File: src/rtl/battle_controller.sv
// battle_controller: turn sequencer for one three-versus-three battle.
// Tracks active combatants and their HP, reads moves from keycodes and paces enemy attacks.
module battle_controller #(
    parameter int DELAY_FRAMES = 30,
    parameter int HP_BASE      = 40,
    parameter int HP_STEP      = 8,
    parameter int DMG_BASE     = 8,
    parameter int DMG_STEP     = 4
) (
    input  logic            Clk,
    input  logic            Reset,
    input  logic            start_battle,
    input  logic            frame_tick,
    input  logic [7:0]      keycode,
    input  logic [2:0][2:0] my_team,
    input  logic [2:0][2:0] enemy_team,
    output logic [1:0]      my_cur,
    output logic [1:0]      enemy_cur,
    output logic [2:0]      enemy_cur_id,
    output logic [7:0]      my_hp,
    output logic [7:0]      enemy_hp,
    output logic [1:0]      move_sel,
    output logic            turn,
    output logic            end_battle,
    output logic            result
);

    localparam logic [7:0]  KEY_A     = 8'h04;
    localparam logic [7:0]  KEY_D     = 8'h07;
    localparam logic [7:0]  KEY_ENTER = 8'h28;
    localparam logic [15:0] DELAY_W   = 16'(DELAY_FRAMES);

    typedef enum logic [3:0] {
        S_IDLE  = 4'd0,
        S_LOAD  = 4'd1,
        S_SEL   = 4'd2,
        S_HIT_E = 4'd3,
        S_CHK_E = 4'd4,
        S_WAIT  = 4'd5,
        S_HIT_P = 4'd6,
        S_CHK_P = 4'd7,
        S_DONE  = 4'd8
    } state_t;

    state_t      state_r, state_n;
    logic [1:0]  my_cur_r, my_cur_n;
    logic [1:0]  enemy_cur_r, enemy_cur_n;
    logic [1:0]  move_sel_r, move_sel_n;
    logic [7:0]  my_hp_r, my_hp_n;
    logic [7:0]  enemy_hp_r, enemy_hp_n;
    logic        result_r, result_n;
    logic        turn_r, turn_n;
    logic        end_battle_r, end_battle_n;
    logic [15:0] frame_cnt_r, frame_cnt_n;
    logic [7:0]  lfsr_r;
    logic [7:0]  prev_key_r;
    logic        key_press_s;

    function automatic logic [7:0] base_hp(input logic [2:0] id);
        return 8'(HP_BASE) + 8'(HP_STEP) * {5'd0, id};
    endfunction

    function automatic logic [7:0] dmg(input logic [1:0] mv);
        return 8'(DMG_BASE) + 8'(DMG_STEP) * {6'd0, mv};
    endfunction

    function automatic logic [7:0] sat_sub(input logic [7:0] a, input logic [7:0] b);
        return (a > b) ? (a - b) : 8'd0;
    endfunction

    // x^8+x^6+x^5+x^4+1 in Fibonacci form, shifting towards the MSB
    function automatic logic [7:0] lfsr_step(input logic [7:0] v);
        return {v[6:0], v[7] ^ v[5] ^ v[4] ^ v[3]};
    endfunction

    function automatic logic [2:0] team_id(input logic [2:0][2:0] team, input logic [1:0] idx);
        case (idx)
            2'd0:    return team[0];
            2'd1:    return team[1];
            2'd2:    return team[2];
            default: return 3'd0;
        endcase
    endfunction

    assign key_press_s = (keycode != 8'h00) && (prev_key_r == 8'h00);

    // Free-running move generator and previous keycode for press detection.
    always_ff @(posedge Clk or posedge Reset) begin
        if (Reset) begin
            lfsr_r     <= 8'hA5;
            prev_key_r <= 8'h00;
        end else begin
            lfsr_r     <= lfsr_step(lfsr_r);
            prev_key_r <= keycode;
        end
    end

    // FSM state register.
    always_ff @(posedge Clk or posedge Reset) begin
        if (Reset) begin
            state_r <= S_IDLE;
        end else begin
            state_r <= state_n;
        end
    end

    // Next state plus next values of every battle register.
    always_comb begin
        state_n     = state_r;
        my_cur_n    = my_cur_r;
        enemy_cur_n = enemy_cur_r;
        move_sel_n  = move_sel_r;
        my_hp_n     = my_hp_r;
        enemy_hp_n  = enemy_hp_r;
        result_n    = result_r;
        frame_cnt_n = frame_cnt_r;
        case (state_r)
            S_IDLE: begin
                if (start_battle) begin
                    my_cur_n    = 2'd0;
                    enemy_cur_n = 2'd0;
                    move_sel_n  = 2'd0;
                    result_n    = 1'b0;
                    state_n     = S_LOAD;
                end else begin
                    state_n = S_IDLE;
                end
            end
            S_LOAD: begin
                my_hp_n    = base_hp(my_team[0]);
                enemy_hp_n = base_hp(enemy_team[0]);
                state_n    = S_SEL;
            end
            S_SEL: begin
                if (key_press_s) begin
                    case (keycode)
                        KEY_A:     move_sel_n = move_sel_r - 2'd1;
                        KEY_D:     move_sel_n = move_sel_r + 2'd1;
                        KEY_ENTER: state_n    = S_HIT_E;
                        default:   move_sel_n = move_sel_r;
                    endcase
                end else begin
                    move_sel_n = move_sel_r;
                end
            end
            S_HIT_E: begin
                enemy_hp_n = sat_sub(enemy_hp_r, dmg(move_sel_r));
                state_n    = S_CHK_E;
            end
            S_CHK_E: begin
                frame_cnt_n = 16'd0;
                if (enemy_hp_r != 8'd0) begin
                    state_n = S_WAIT;
                end else if (enemy_cur_r == 2'd2) begin
                    result_n = 1'b1;
                    state_n  = S_DONE;
                end else begin
                    enemy_cur_n = enemy_cur_r + 2'd1;
                    enemy_hp_n  = base_hp(team_id(enemy_team, enemy_cur_r + 2'd1));
                    state_n     = S_WAIT;
                end
            end
            S_WAIT: begin
                if (frame_tick) begin
                    if ((frame_cnt_r + 16'd1) >= DELAY_W) begin
                        state_n = S_HIT_P;
                    end else begin
                        frame_cnt_n = frame_cnt_r + 16'd1;
                    end
                end else begin
                    frame_cnt_n = frame_cnt_r;
                end
            end
            S_HIT_P: begin
                my_hp_n = sat_sub(my_hp_r, dmg(lfsr_r[1:0]));
                state_n = S_CHK_P;
            end
            S_CHK_P: begin
                if (my_hp_r != 8'd0) begin
                    state_n = S_SEL;
                end else if (my_cur_r == 2'd2) begin
                    result_n = 1'b0;
                    state_n  = S_DONE;
                end else begin
                    my_cur_n = my_cur_r + 2'd1;
                    my_hp_n  = base_hp(team_id(my_team, my_cur_r + 2'd1));
                    state_n  = S_SEL;
                end
            end
            S_DONE: begin
                state_n = S_IDLE;
            end
            default: begin
                state_n = S_IDLE;
            end
        endcase
        turn_n       = (state_n == S_WAIT) || (state_n == S_HIT_P) || (state_n == S_CHK_P);
        end_battle_n = (state_n == S_DONE);
    end

    // Battle registers; turn and end_battle are decoded from the next state so they align with it.
    always_ff @(posedge Clk or posedge Reset) begin
        if (Reset) begin
            my_cur_r     <= 2'd0;
            enemy_cur_r  <= 2'd0;
            move_sel_r   <= 2'd0;
            my_hp_r      <= 8'd0;
            enemy_hp_r   <= 8'd0;
            result_r     <= 1'b0;
            turn_r       <= 1'b0;
            end_battle_r <= 1'b0;
            frame_cnt_r  <= 16'd0;
        end else begin
            my_cur_r     <= my_cur_n;
            enemy_cur_r  <= enemy_cur_n;
            move_sel_r   <= move_sel_n;
            my_hp_r      <= my_hp_n;
            enemy_hp_r   <= enemy_hp_n;
            result_r     <= result_n;
            turn_r       <= turn_n;
            end_battle_r <= end_battle_n;
            frame_cnt_r  <= frame_cnt_n;
        end
    end

    assign my_cur       = my_cur_r;
    assign enemy_cur    = enemy_cur_r;
    assign enemy_cur_id = team_id(enemy_team, enemy_cur_r);
    assign my_hp        = my_hp_r;
    assign enemy_hp     = enemy_hp_r;
    assign move_sel     = move_sel_r;
    assign turn         = turn_r;
    assign end_battle   = end_battle_r;
    assign result       = result_r;

endmodule

File: config.mk
export PLATFORM = sky130hd
export DESIGN_NAME = battle_controller
export DESIGN_NICKNAME = d
export VERILOG_FILES = /design/src/rtl/battle_controller.sv
export SDC_FILE = /design/constraint.sdc
export NUM_CORES = 1
export LEC_CHECK = 0
export ABC_AREA = 1
export CELL_PAD_IN_SITES_DETAIL_PLACEMENT = 0
export CELL_PAD_IN_SITES_GLOBAL_PLACEMENT = 2
export CORE_ASPECT_RATIO = 0.6
export CORE_MARGIN = 2
export CORE_UTILIZATION = 33
export CTS_CLUSTER_SIZE = 28
export DETAILED_ROUTE_END_ITERATION = 16
export HOLD_SLACK_MARGIN = 0.15
export PLACE_DENSITY_LB_ADDON = 0.05
export RECOVER_POWER = 100
export SYNTH_ARGS = -nofsm -noshare
export SYNTH_HDL_FRONTEND = slang
export SYNTH_SLANG_ARGS = --single-unit
File: constraint.sdc
create_clock -name Clk -period 4.1 [get_ports Clk]
set_input_delay 0.82 -clock Clk [delete_from_list [all_inputs] [get_ports Clk]]
set_output_delay 0.82 -clock Clk [all_outputs]
set_load 0.05 [all_outputs]
; ---- Word-level counts from Yosys, hierarchy flattened
; Index checks and enable logic that the tools add are counted.
[totals]
latchBits = 0
output_inout_bits = 28
mem_bits_ro = 0
memories = 0
register_bits = 61
elab_cells = 134
ramBits = 0
in_bits = 30
[classes]
div = 0
add_sub_neg = 13
n_eq_ne = 32
order_cmp = 3
n_bitwise = 3
mul = 0
n_shift = 0
n_mux = 46
reduce_logical = 25
[op_table]
columns = operator, n
row1 = two-way mux 8 bit, 6
row2 = case mux 8 bit (3 select lines), 2
row3 = two-way mux 16 bit, 2
row4 = two-way mux 4 bit, 8
row5 = case mux 16 bit (2 select lines), 1
row6 = case mux 4 bit (8 select lines), 1
row7 = adder 6 x 6 -> 7 bit (first input constant), 4
row8 = equality test 4 x 3 -> 1 bit (second input constant), 7
row9 = case mux 3 bit (3 select lines), 3
row10 = nonzero test 8 bit, 3
row11 = != test 2 bit (second input constant), 10
row12 = two-way mux 3 bit, 6
row13 = adder 16 x 1 -> 16 bit (second input constant), 1
row14 = equality test 8 x 3 -> 1 bit (second input constant), 2
row15 = greater-or-equal comparator 16 x 5 -> 1 bit (second input constant), 1
row16 = > comparator 8 x 5 -> 1 bit, 2
row17 = case mux 2 bit (2 select lines), 4
row18 = subtractor 8 x 5 -> 8 bit, 2
row19 = two-way mux 2 bit, 6
row20 = AND reduction 4 bit, 3
row21 = adder 4 x 4 -> 5 bit (first input constant), 2
row22 = AND reduction 3 bit, 3
row23 = nonzero test 3 bit, 3
row24 = equality test 2 bit (second input constant), 4
row25 = other kinds (18), 36

; ---- Longest topological paths before layout
; Gate-level depths: netlist of the first run.
[depth]
depth_word = 10
depth_mapped = 15
ltp_nobuf = 15

; ---- Worst setup path before layout of the first run
; OpenSTA, ideal clock, no wires.
[synth_path]
path_type = register -> output
startpoint = reg enemy_cur_r[0], in the netlist enemy_cur[0]
endpoint = out enemy_cur_id[1]
t_required_ns = 3.280
path_buffers = 0
slack_ns = 1.788
arrival_time_ns = 1.492
stages_incl_launch_ff = 7
path_cell_list = dfrtp_1 > inv_1 > ha_1 > nand2_1 > nand3_1 > nand2_1 > inv_1
[synth_via]
elab_chain_cells = 2
elab_cells_between_ends = 4
cone_classes = 2 x eq/ne / 1 x mux / 1 x reduce/logical
[synth_rtl]
columns = item, line
row1 = start: declaration, 47  ; logic [1:0] enemy_cur_r, enemy_cur_n;
row2 = start signal: assignment, 215  ; enemy_cur_r <= enemy_cur_n;
row3 = "equality test 2 bit, or another cell as far along", 77  ; case (idx)
row4 = case mux 3 bit (3 select lines) *, 77
row5 = end: declaration, 19  ; output logic [2:0] enemy_cur_id,
; Every way passes the cells marked *; elsewhere a longest branch is shown, timed or not.

; ---- Worst setup path after layout of the first run
[layout_path]
startpoint = in enemy_team[4] (netlist name)
endpoint = out enemy_cur_id[1]
[layout_via]
elab_chain_cells = 1
[layout_rtl]
columns = item, line
row1 = start: declaration, 16  ; input logic [2:0][2:0] enemy_team,
row2 = case mux 3 bit (3 select lines), 77
; No other way between the ends.

==> results of run 1 <==
cells by family (layout without fill, tap and decap cells):
family / count (synthesis) / in the layout / share of synthesized area (%)
buf+inv: 73 / 137 / 8.53
compound gates: 60 / 60 / 10.2
simple gates: 255 / 255 / 30.7
flops: 57 / 57 / 40.2
fa+ha+maj: 21 / 21 / 7.79
other cells: 1 / 4 / 0.105
xor+xnor: 10 / 10 / 2.46
synthesized netlist by cell type, drive strengths merged:
library cell | number | area [um^2]
nand2 | 137 | 524
inv | 67 | 251
nor2 | 61 | 246
dfrtp | 53 | 1330
nand3 | 34 | 180
o21ai | 27 | 135
ha | 19 | 238
nand4 | 12 | 75.1
a21oi | 11 | 55.1
a22o | 8 | 70.1
buf | 6 | 52.6
nor3 | 6 | 35.0
xor2 | 6 | 52.6
a22oi | 4 | 30.0
dfstp | 4 | 105
xnor2 | 4 | 35.0
fa | 2 | 40.0
o22ai | 2 | 12.5
o32ai | 2 | 17.5
or2 | 2 | 12.5
a211oi | 1 | 7.51
a31oi | 1 | 6.26
conb | 1 | 3.75
nand3b | 1 | 7.51
nor3b | 1 | 7.51
nor4 | 1 | 6.26
o211ai | 1 | 7.51
o21a | 1 | 7.51
o221ai | 1 | 8.76
o31ai | 1 | 7.51
report_power, final:
group,switching [uW],internal [uW],leakage (uW),total (uW)
logic,890,401,0.00134,1290
registers,101,658,0.000736,758
clock network,280,487,0.000141,768
total,1270,1550,0.00222,2820
through the flow:
step | utilization (%) | hold WS, ps | cells | cell area, um^2 | power (uW)
4_1_cts | 43.0 | 363 | 683 | 4540 | 2900
3_5_place_dp | 40.1 | 344 | 667 | 4240 | 2110
3_3_place_gp | 40.1 | 341 | 667 | 4240 | 2110
6_report | 42.8 | 356 | 683 | 4520 | 2820
2_1_floorplan | - | 333 | 480 | 3580 | 1700
5_1_grt | 42.8 | 372 | 683 | 4520 | 3050
flip-flops by register name, summed over array words and instances (netlist names):
register,count
enemy_cur,2
frame_cnt_r,16
end_battle,1
move_sel,2
my_cur,2
my_hp,6
state_r,4
lfsr_r,8
enemy_hp,6
turn,1
result,1
prev_key_r,8
worst max path at each step:
stage                                   from               to  cells after the start  slack (ps)
floorplan           enemy_cur[0]$_DFFE_PP0P_  enemy_cur_id[1]                      6        1790
global placement               enemy_team[7]  enemy_cur_id[1]                      6         910
detailed placement             enemy_team[4]  enemy_cur_id[1]                      6         900
CTS                            enemy_team[4]  enemy_cur_id[1]                      6         900
global route        enemy_cur[0]$_DFFE_PP0P_  enemy_cur_id[2]                      7         780
finish                         enemy_team[4]  enemy_cur_id[1]                      6         850
metal layers:
metal | vias up | wire length [um]
li1 | 1663 | -
met3 | 7 | 531
met4 | 0 | 78
met5 | - | 0
met2 | 79 | 3410
met1 | 1472 | 5760
cell type report:
| cell class | instances | area share [%] |
|---|---|---|
| Multi-Input combinational cell | 350 | 40.2 |
| Sequential cell | 57 | 31.7 |
| Timing Repair Buffer | 54 | 11.9 |
| Inverter | 67 | 5.57 |
| Clock buffer | 10 | 5.29 |
| Tap cell | 139 | 3.85 |
| Clock inverter | 6 | 1.47 |
worst register-to-register path, stage by stage, from the launching register on:
cell and delay [ps]:
dfrtp_1 470, ha_1 200, nand2_1 110, nor2_1 260, nand3_1 190, nor2_1 220, nand2_1 70, nand2_1 100
nand3_1 90, nor2_1 110, nand3_1 220, nand2_1 580, nand2_1 110, nand2_1 90
==> metrics.md, run 1 <==
| Metric | Value |
|---|---|
| # clock sinks | `57` |
| Final worst path period share | `79.4%` |
| Nets | `590` |
| Synth Cell Area | `3560 um^2` |
| Synth unique cells | `38` |
| Layout area overhead | `26.7%` |
| Setup bufs post-CTS | `0` |
| GRT overflow | `0` |
| Avg Cell Area, Syn | `7.47 um^2` |
| Slowest cell delay on critical path | `860 ps` |
| Die width | `138 um` |
| Hold path cells | `0` |
| Clock Tree Buf Depth | `2` |
| CP Capture Type | `output port` |
| Clock slew at reported path FFs | `60 ps` |
| CP max-delay cell | `dlygate4sd3_1` |
| Max VDD drop | `0.000303 V` |
| FF-to-FF path depth | `13` |
| Met3 GRT Util | `4.39%` |
| Detailed placer's ending HPWL | `7710 um` |
| Row count | `29` |
| R2R Setup Slk | `1210 ps` |
| Vias | `3221` |
| Multi-input logic area | `1820 um^2` |
| Initial antenna violation count | `0` |
| CP delay by family, top | `buffers and inverters` |
| Hold_buf cts | `0` |
| Placeable Area | `10600 um^2` |
| GRT Util Overall | `17.9%` |
| Lkg Pwr | `0.00222 uW` |
| Dpl ws | `895 ps` |
| Hold crit path type | `flip-flop to flip-flop` |
| Critical path, cell by cell | `clkdlybuf4s50_1 > nand2_1 > nand3_1 > nand2_1 > inv_1 > dlygate4sd3_1` |
| Most Crowded Layer GR | `met1` |
| Minimum clock period | `3250 ps` |
| Cell repeated most along the worst path | `nand2_1` |
| Routed wire length | `9790 um` |
| Vias in the first global route | `3109` |
| Fillers | `1058` |
| RSZ-0062 raised after global routing | `false` |
| Ports | `58` |
| Setup skew after layout | `5.51 ps` |
| Share of cells above drive strength 1 | `4.78%` |
| Launching point of the worst reg2reg path | `frame_cnt_r[0]$_DFFE_PP0P_` |
| Grt met1 use | `29.2%` |
| # setup viols final | `0` |
| Routed length per instance | `14.3 um` |
| First-pass GRT wire length | `16200 um` |
| F_max | `307 MHz` |
| Rel. slew slack | `12.1%` |
| Startpoint types | `input port` |
| ANT cells | `0` |
| Drt drc | `0` |
| Worst-Margin Slew | `1320 ps` |
| Final WS setup | `845 ps` |
| CTS H-Tree Depth | `3` |
| 1st-pass router iterations | `4` |
| Reg area | `1430 um^2` |
| Num CTS Buffers | `9` |
| Hold endpoint | `lfsr_r[7]$_DFF_PP1_` |
| WS Path Type | `input port to output port` |
| Iteration-0 DRC Markers | `205` |
| Worst Path Required | `3280 ps` |
| Yosys reg bits | `57` |
| Placer Congestion | `0.801` |
| Post-CTS sizing | `0` |
| GRT met2 Usage | `22.5%` |
| Number of routed nets with antenna violations | `0` |
| R2r endpoint | `frame_cnt_r[2]$_DFFE_PP0P_` |
| Final Hold Viols | `0` |
| Worst Path Arrival | `2430 ps` |
| Number of port buffers | `53` |
| Die height | `84.5 um` |
| DIE AREA | `11700 um^2` |
| Via density | `4.72` |
| Slew Viols, Final | `0` |
| Maxcap violations | `0` |
| Commonest non-fill, non-tap cell in the layout | `nand2_1` |
| Mapped Cells | `477` |
| CTS tree | `yes` |
| Sequential-to-total area share from yosys stat | `40.2%` |
| Setup TNS | `0 ps` |
| Worst-Skew Late Latency | `330 ps` |
| Crit path buffers/inverters | `3` |
| Commonest non-fill, non-tap cells in the layout | `nand2_1 (136), inv_1 (67), nor2_1 (58)` |
| Largest net degree at the start of global routing | `35` |
| Syn. warnings | `0` |
| Initial core utilization | `33.8%` |
| Clock Tree Root | `clkbuf_16` |
| Run status | `completed` |
| Crit-path max FO | `2` |
| Power per Cell Area | `624 nW/um^2` |
| Hold Startpoint | `lfsr_r[6]$_DFF_PP0_` |
No activity file was read; power rests on OpenSTA's default activity.
==> run 2: changes to the inputs <==
--- a/config.mk
+++ b/config.mk
@@ -10,7 +10,7 @@
 export CELL_PAD_IN_SITES_GLOBAL_PLACEMENT = 2
 export CORE_ASPECT_RATIO = 0.6
 export CORE_MARGIN = 2
-export CORE_UTILIZATION = 33
+export CORE_UTILIZATION = 31
 export CTS_CLUSTER_SIZE = 28
 export DETAILED_ROUTE_END_ITERATION = 16
 export HOLD_SLACK_MARGIN = 0.15
==> constraint.sdc (replaced) <==
create_clock -name Clk -period 3.23 [get_ports Clk]
set_input_delay 0.646 -clock Clk [delete_from_list [all_inputs] [get_ports Clk]]
set_output_delay 0.646 -clock Clk [all_outputs]
set_load 0.05 [all_outputs]
==> run 2 against run 1 <==
The flow now finishes with violations (capacitance limit, slew limit). Critical path type is now flip-flop to output port. Register-to-register slack lost 760 ps. Global-route usage shrank 0.30 points. Clock skew is essentially flat. Highest routed layer unchanged. Sequential cell count is the same.
==> metrics.md, run 2 (synthesis results as in run 1) <==
| Metric | Value |
|---|---|
| Clock slew at reported path FFs | `60 ps (about the same)` |
| Minimum clock period | `2970 ps` |
| Drt drc | `0 (unchanged)` |
| Commonest non-fill, non-tap cell in the layout | `nand2_1 (unchanged)` |
| 1st-pass router iterations | `5 (was 4)` |
| Max reg flops | `16 (unchanged)` |
| Clock Tree Buf Depth | `2 (unchanged)` |
| Run status | `complete, but fails checks (was completed)` |
| Sequential share of power | `26.1% (was 26.9%)` |
| Die width | `142 um (was 138 um)` |
| # setup viols final | `0 (unchanged)` |
| Number of routed nets with antenna violations | `0 (unchanged)` |
| Initial antenna violation count | `0 (unchanged)` |
| ANT cells | `0 (unchanged)` |
| Vias | `3188 (was 3221)` |
| Dpl ws | `417 ps (was 895 ps)` |
| Rel. slew slack | `-1.81% (was 12.1%)` |
| Setup skew after layout | `5.95 ps (was 5.51 ps)` |
| CP Capture Type | `output port (unchanged)` |
| Hold_buf cts | `0 (unchanged)` |
| Initial core utilization | `31.7% (was 33.8%)` |
| Inst Count DP | `673 (was 667)` |
| Nets | `591 (was 590)` |
| Maxcap violations | `1 (was 0)` |
| Row count | `30 (was 29)` |
| GRT Util Overall | `17.6% (was 17.9%)` |
| Non-Filler Instances | `689 (was 683)` |
| Comb power frac | `45.0% (was 45.8%)` |
| Placeable Area | `11300 um^2 (was 10600 um^2)` |
| Final worst path period share | `92.1%` |
| Int Power | `2030 uW (was 1550 uW)` |
| Startpoint types | `flip-flop (was input port)` |
| Worst-Skew Late Latency | `330 ps (about the same)` |
| Fillers | `1162 (was 1058)` |
| # clock sinks | `57 (unchanged)` |
| Via density | `4.63 (was 4.72)` |
| Clk network pwr share | `28.9% (was 27.2%)` |
| Crit-path max FO | `5 (was 2)` |
| WS Path Type | `flip-flop to output port (was input port to output port)` |
| Vias in the first global route | `2969 (was 3109)` |
| Biggest register | `frame_cnt_r (unchanged)` |
| Largest net degree at the start of global routing | `58 (was 35)` |
| Worst Path Arrival | `2330 ps (was 2430 ps)` |
| Power per Cell Area | `804 nW/um^2 (was 624 nW/um^2)` |
| Worst Path Required | `2580 ps (was 3280 ps)` |
| CTS H-Tree Depth | `3 (unchanged)` |
| Num CTS Buffers | `9 (unchanged)` |
| Ports | `58 (unchanged)` |
| Die height | `87.1 um (was 84.5 um)` |
| Routed wire length | `10100 um (was 9790 um)` |
| Min Hold Slack | `375 ps (was 356 ps)` |
| Lkg Pwr | `0.00223 uW (was 0.00222 uW)` |
| Post-CTS sizing | `0 (unchanged)` |
| Slew Viols, Final | `58 (was 0)` |
| Iteration-0 DRC Markers | `218 (was 205)` |
| Final WS setup | `256 ps (was 845 ps)` |
| GRT overflow | `0 (unchanged)` |
| Clock Tree Root | `clkbuf_16 (unchanged)` |
| Routed length per instance | `14.7 um (was 14.3 um)` |
| Detailed placer's ending HPWL | `7810 um (was 7710 um)` |
| F_max | `336 MHz` |
| Worst-Margin Slew | `1530 ps (was 1320 ps)` |
| Number of port buffers | `53 (unchanged)` |
| First-pass GRT wire length | `16400 um (was 16200 um)` |
| DIE AREA | `12400 um^2 (was 11700 um^2)` |
| Hold crit path type | `flip-flop to flip-flop (unchanged)` |
| Psw | `1630 uW (was 1270 uW)` |
| Fin util | `40.4% (was 42.8%)` |
| Layout area overhead | `27.6% (was 26.7%)` |
| CTS tree | `yes (unchanged)` |
| Commonest non-fill, non-tap cells in the layout | `nand2_1 (135), inv_1 (66), nor2_1 (58) (was nand2_1 (136), inv_1 (67), nor2_1 (58))` |
| Failing checks | `capacitance limit, slew limit` |
| Share of cells above drive strength 1 | `5.14% (was 4.78%)` |
| Biggest regs | `frame_cnt_r: 16 flops, lfsr_r: 8 flops, prev_key_r: 8 flops (unchanged)` |
| Placer Congestion | `0.771 (was 0.801)` |
| Final Hold Viols | `0 (unchanged)` |
| Max VDD drop | `0.000328 V (was 0.000303 V)` |
| Setup bufs post-CTS | `0 (unchanged)` |
| Net Sw Frac | `44.6% (was 45.1%)` |
| RSZ-0062 raised after global routing | `false (unchanged)` |
| Setup TNS | `0 ps (unchanged)` |
## run 2: path summary, 6_finish.rpt
kind	cells after the start	endpoint	start	slack (ps)
min in group asynchronous	3	lfsr_r[1]$_DFF_PP0_	Reset	1280
max reg2reg	13	frame_cnt_r[2]$_DFFE_PP0P_	frame_cnt_r[0]$_DFFE_PP0P_	450
min	0	lfsr_r[7]$_DFF_PP1_	lfsr_r[6]$_DFF_PP0_	380
min reg2reg	0	lfsr_r[7]$_DFF_PP1_	lfsr_r[6]$_DFF_PP0_	380
max	7	enemy_cur_id[0]	enemy_cur[0]$_DFFE_PP0P_	260
max in group asynchronous	3	frame_cnt_r[1]$_DFFE_PP0P_	Reset	1040
## run 2: stage by stage
step                total power, uW  instance area [um^2]
floorplan                      2160                  3580
global placement               2680                  4260
detailed placement             2660                  4260
CTS                            3750                  4590
global route                   3940                  4550
finish                         3660                  4550
## run 2: layout make-up
| class | instances | area [um^2] | area share (%) |
|---|---|---|---|
| clock buffers | 9 | 225 | 4.95 |
| clock inverters | 7 | 103 | 2.26 |
| inverters | 67 | 251 | 5.53 |
| multi-input cells | 350 | 1830 | 40.1 |
| flip-flops and latches | 57 | 1430 | 31.5 |
| well taps | 144 | 180 | 3.96 |
| repair buffers | 55 | 533 | 11.7 |
## run 2: worst max-delay path, stage by stage, from the launching register on
cell	delay, ps
dfrtp_1	440
inv_1	140
ha_1	290
nand2_1	80
nand3_1	80
nand2_1	50
inv_1	50
dlygate4sd3_1	870
## run 2: power groups by stage
stage	combinational, uW	clock [uW]	sequential (uW)
after floorplan	937	0	1220
after global placement	1700	0	974
after detailed placement	1690	0	971
after CTS	1700	1090	960
after global routing	1840	1120	981
final	1650	1060	957
## run 2: routing by layer
layer	vias to the layer above	part of all wire [%]	wire, um	global-route usage, %
li1	1670	-	-	-
met1	1414	61	6200	30.1
met2	95	31	3150	19.7
met3	9	6.5	657	4.78
met4	0	1.0	102	5.13
met5	-	0	0	0
==> run 3: changes to the inputs <==
--- a/config.mk
+++ b/config.mk
@@ -10,7 +10,7 @@
 export CELL_PAD_IN_SITES_GLOBAL_PLACEMENT = 2
 export CORE_ASPECT_RATIO = 0.6
 export CORE_MARGIN = 2
-export CORE_UTILIZATION = 31
+export CORE_UTILIZATION = 33
 export CTS_CLUSTER_SIZE = 28
 export DETAILED_ROUTE_END_ITERATION = 16
 export HOLD_SLACK_MARGIN = 0.15
==> constraint.sdc (replaced) <==
create_clock -name Clk -period 3.76 [get_ports Clk]
set_input_delay 0.752 -clock Clk [delete_from_list [all_inputs] [get_ports Clk]]
set_output_delay 0.752 -clock Clk [all_outputs]
set_load 0.05 [all_outputs]
==> run 3 against run 2 <==
The flow now finishes without violations. Hold slack got worse by 25 ps. Cell count is 0.73% lower. Die area decreased by 5.8%. Worst setup slack better by 410 ps. Global-route usage rose by 0.37 points. Combinational power fell by 14%. Sequential power fell by 14%.
==> metrics.md, run 3 (synthesis results as in run 1) <==
| Metric | Value |
|---|---|
| Run status | `completed (was complete, but fails checks)` |
| CP delay by family, top | `buffers and inverters (unchanged)` |
| WS Path Type | `input port to output port (was flip-flop to output port)` |
| Hold endpoint | `lfsr_r[7]$_DFF_PP1_ (unchanged)` |
| GRT overflow | `0 (unchanged)` |
| Sequential share of power | `26.2% (was 26.1%)` |
| Comb power frac | `45.0% (about the same)` |
| ANT cells | `0 (unchanged)` |
| Setup skew after layout | `5.79 ps (was 5.95 ps)` |
| Max reg flops | `16 (unchanged)` |
| FF-to-FF path depth | `13 (unchanged)` |
| Hold path cells | `0 (unchanged)` |
| Biggest regs | `frame_cnt_r: 16 flops, lfsr_r: 8 flops, prev_key_r: 8 flops (unchanged)` |
| Startpoint types | `input port (was flip-flop)` |
| Hold crit path type | `flip-flop to flip-flop (unchanged)` |
| GRT Util Overall | `18.0% (was 17.6%)` |
| Iteration-0 DRC Markers | `250 (was 218)` |
| Commonest non-fill, non-tap cell in the layout | `nand2_1 (unchanged)` |
| Slowest cell delay on critical path | `860 ps (was 870 ps)` |
| CTS H-Tree Depth | `3 (unchanged)` |
| Setup TNS | `0 ps (unchanged)` |
| Die height | `84.5 um (was 87.1 um)` |
| Layout area overhead | `27.4% (was 27.6%)` |
| Largest net degree at the start of global routing | `30 (was 58)` |
| Lkg Pwr | `0.00223 uW (about the same)` |
| Final Hold Viols | `0 (unchanged)` |
| Nets | `591 (unchanged)` |
| Launching point of the worst reg2reg path | `frame_cnt_r[0]$_DFFE_PP0P_ (unchanged)` |
| Crit path buffers/inverters | `3 (unchanged)` |
| Clock Tree Root | `clkbuf_16 (unchanged)` |
| Max VDD drop | `0.000355 V (was 0.000328 V)` |
| Initial antenna violation count | `0 (unchanged)` |
| Rel. slew slack | `22.7% (was -1.81%)` |
| Net Sw Frac | `44.3% (was 44.6%)` |
| # setup viols final | `0 (unchanged)` |
| Inst Count DP | `668 (was 673)` |
| CP max-delay cell | `dlygate4sd3_1 (unchanged)` |
| Cell repeated most along the worst path | `nand2_1` |
| Drt drc | `0 (unchanged)` |
| Number of port buffers | `53 (unchanged)` |
| Final worst path period share | `82.3%` |
| Worst-Skew Late Latency | `340 ps (was 330 ps)` |
| Routed wire length | `9850 um (was 10100 um)` |
| Detailed placer's ending HPWL | `7680 um (was 7810 um)` |
| Maxcap violations | `0 (was 1)` |
| CP Capture Type | `output port (unchanged)` |
| Power per Cell Area | `694 nW/um^2 (was 804 nW/um^2)` |
| Initial core utilization | `33.8% (was 31.7%)` |
| Number of routed nets with antenna violations | `0 (unchanged)` |
| First-pass GRT wire length | `16200 um (was 16400 um)` |
| Share of cells above drive strength 1 | `4.59% (was 5.14%)` |
| Worst Path Arrival | `2340 ps (was 2330 ps)` |
| # clock sinks | `57 (unchanged)` |
| Worst Path Required | `3010 ps (was 2580 ps)` |
| Critical path, cell by cell | `clkdlybuf4s50_1 > nand2_1 > nand3_1 > nand2_1 > inv_1 > dlygate4sd3_1 (was inv_1 > ha_1 > nand2_1 > nand3_1 > nand2_1 > inv_1 > dlygate4sd3_1)` |
| Psw | `1400 uW (was 1630 uW)` |
| Crit-path max FO | `2 (was 5)` |
| RSZ-0062 raised after global routing | `false (unchanged)` |
| Clock slew at reported path FFs | `50 ps (was 60 ps)` |
| R2R Setup Slk | `880 ps (was 450 ps)` |
| F_max | `323 MHz` |
| Biggest register | `frame_cnt_r (unchanged)` |
| Crit path depth | `6 (was 7)` |
| Placeable Area | `10600 um^2 (was 11300 um^2)` |
| R2r endpoint | `frame_cnt_r[3]$_DFFE_PP0P_ (was frame_cnt_r[2]$_DFFE_PP0P_)` |
| Vias in the first global route | `3078 (was 2969)` |
| Num CTS Buffers | `9 (unchanged)` |
| Vias | `3224 (was 3188)` |
| Ports | `58 (unchanged)` |
| CTS tree | `yes (unchanged)` |
| Post-CTS sizing | `0 (unchanged)` |
| Slew Viols, Final | `0 (was 58)` |
| Die width | `138 um (was 142 um)` |
| Hold Startpoint | `lfsr_r[6]$_DFF_PP0_ (unchanged)` |
| Routed length per instance | `14.4 um (was 14.7 um)` |
| Placer Congestion | `0.783 (was 0.771)` |
| Tot Pwr | `3150 uW (was 3660 uW)` |
| Clk network pwr share | `28.8% (was 28.9%)` |
| Row count | `29 (was 30)` |
| Commonest non-fill, non-tap cells in the layout | `nand2_1 (136), inv_1 (67), nor2_1 (58) (was nand2_1 (135), inv_1 (66), nor2_1 (58))` |
| Clock Tree Buf Depth | `2 (unchanged)` |
| Via density | `4.71 (was 4.63)` |
| Non-Filler Instances | `684 (was 689)` |
| Min Hold Slack | `350 ps (was 375 ps)` |
| 1st-pass router iterations | `4 (was 5)` |
| Minimum clock period | `3100 ps` |
| Hold_buf cts | `0 (unchanged)` |
| Fin util | `43.0% (was 40.4%)` |
| Int Power | `1760 uW (was 2030 uW)` |
| Worst-Margin Slew | `1160 ps (was 1530 ps)` |
| Setup bufs post-CTS | `0 (unchanged)` |
| DIE AREA | `11700 um^2 (was 12400 um^2)` |
## run 3: worst max-delay path by stage
stage                                from                    endpoint  slack, ps
5_1_grt        frame_cnt_r[0]$_DFFE_PP0P_  frame_cnt_r[3]$_DFFE_PP0P_        480
4_1_cts          enemy_cur[0]$_DFFE_PP0P_             enemy_cur_id[1]        710
6_report                    enemy_team[2]             enemy_cur_id[2]        660
2_1_floorplan    enemy_cur[0]$_DFFE_PP0P_             enemy_cur_id[1]       1520
3_3_place_gp                enemy_team[4]             enemy_cur_id[1]        720
3_5_place_dp                enemy_team[1]             enemy_cur_id[1]        720
## run 3: stage by stage
| stage | area [um^2] | worst slack, ps |
|---|---|---|
| after floorplan | 3580 | 1520 |
| after global placement | 4240 | 725 |
| after detailed placement | 4240 | 723 |
| after CTS | 4570 | 709 |
| after global routing | 4540 | 485 |
| final | 4540 | 664 |
## run 3: power groups by stage
stage               Sequential, uW  Clock (uW)  Combinational [uW]
CTS                            830         926                1460
global route                   843         954                1580
detailed placement             840           0                1450
finish                         826         909                1420
floorplan                     1050           0                 805
global placement               839           0                1470
## run 3: layout make-up
class                   count  area [um^2]
clock buffers              10          239
clock inverters             6         90.1
fillers                  1074         6020
inverters                  67          251
multi-input cells         350         1820
flip-flops and latches     57         1430
well taps                 139          174
repair buffers             55          538
## run 3: routing by layer
| layer | vias up | share of wire, % | global-route usage (%) |
|---|---|---|---|
| met5 | - | 0 | 0 |
| li1 | 1660 | - | - |
| met4 | 0 | 0.92 | 5.29 |
| met1 | 1476 | 60 | 29.8 |
| met2 | 80 | 33 | 21.5 |
| met3 | 8 | 6.1 | 4.91 |
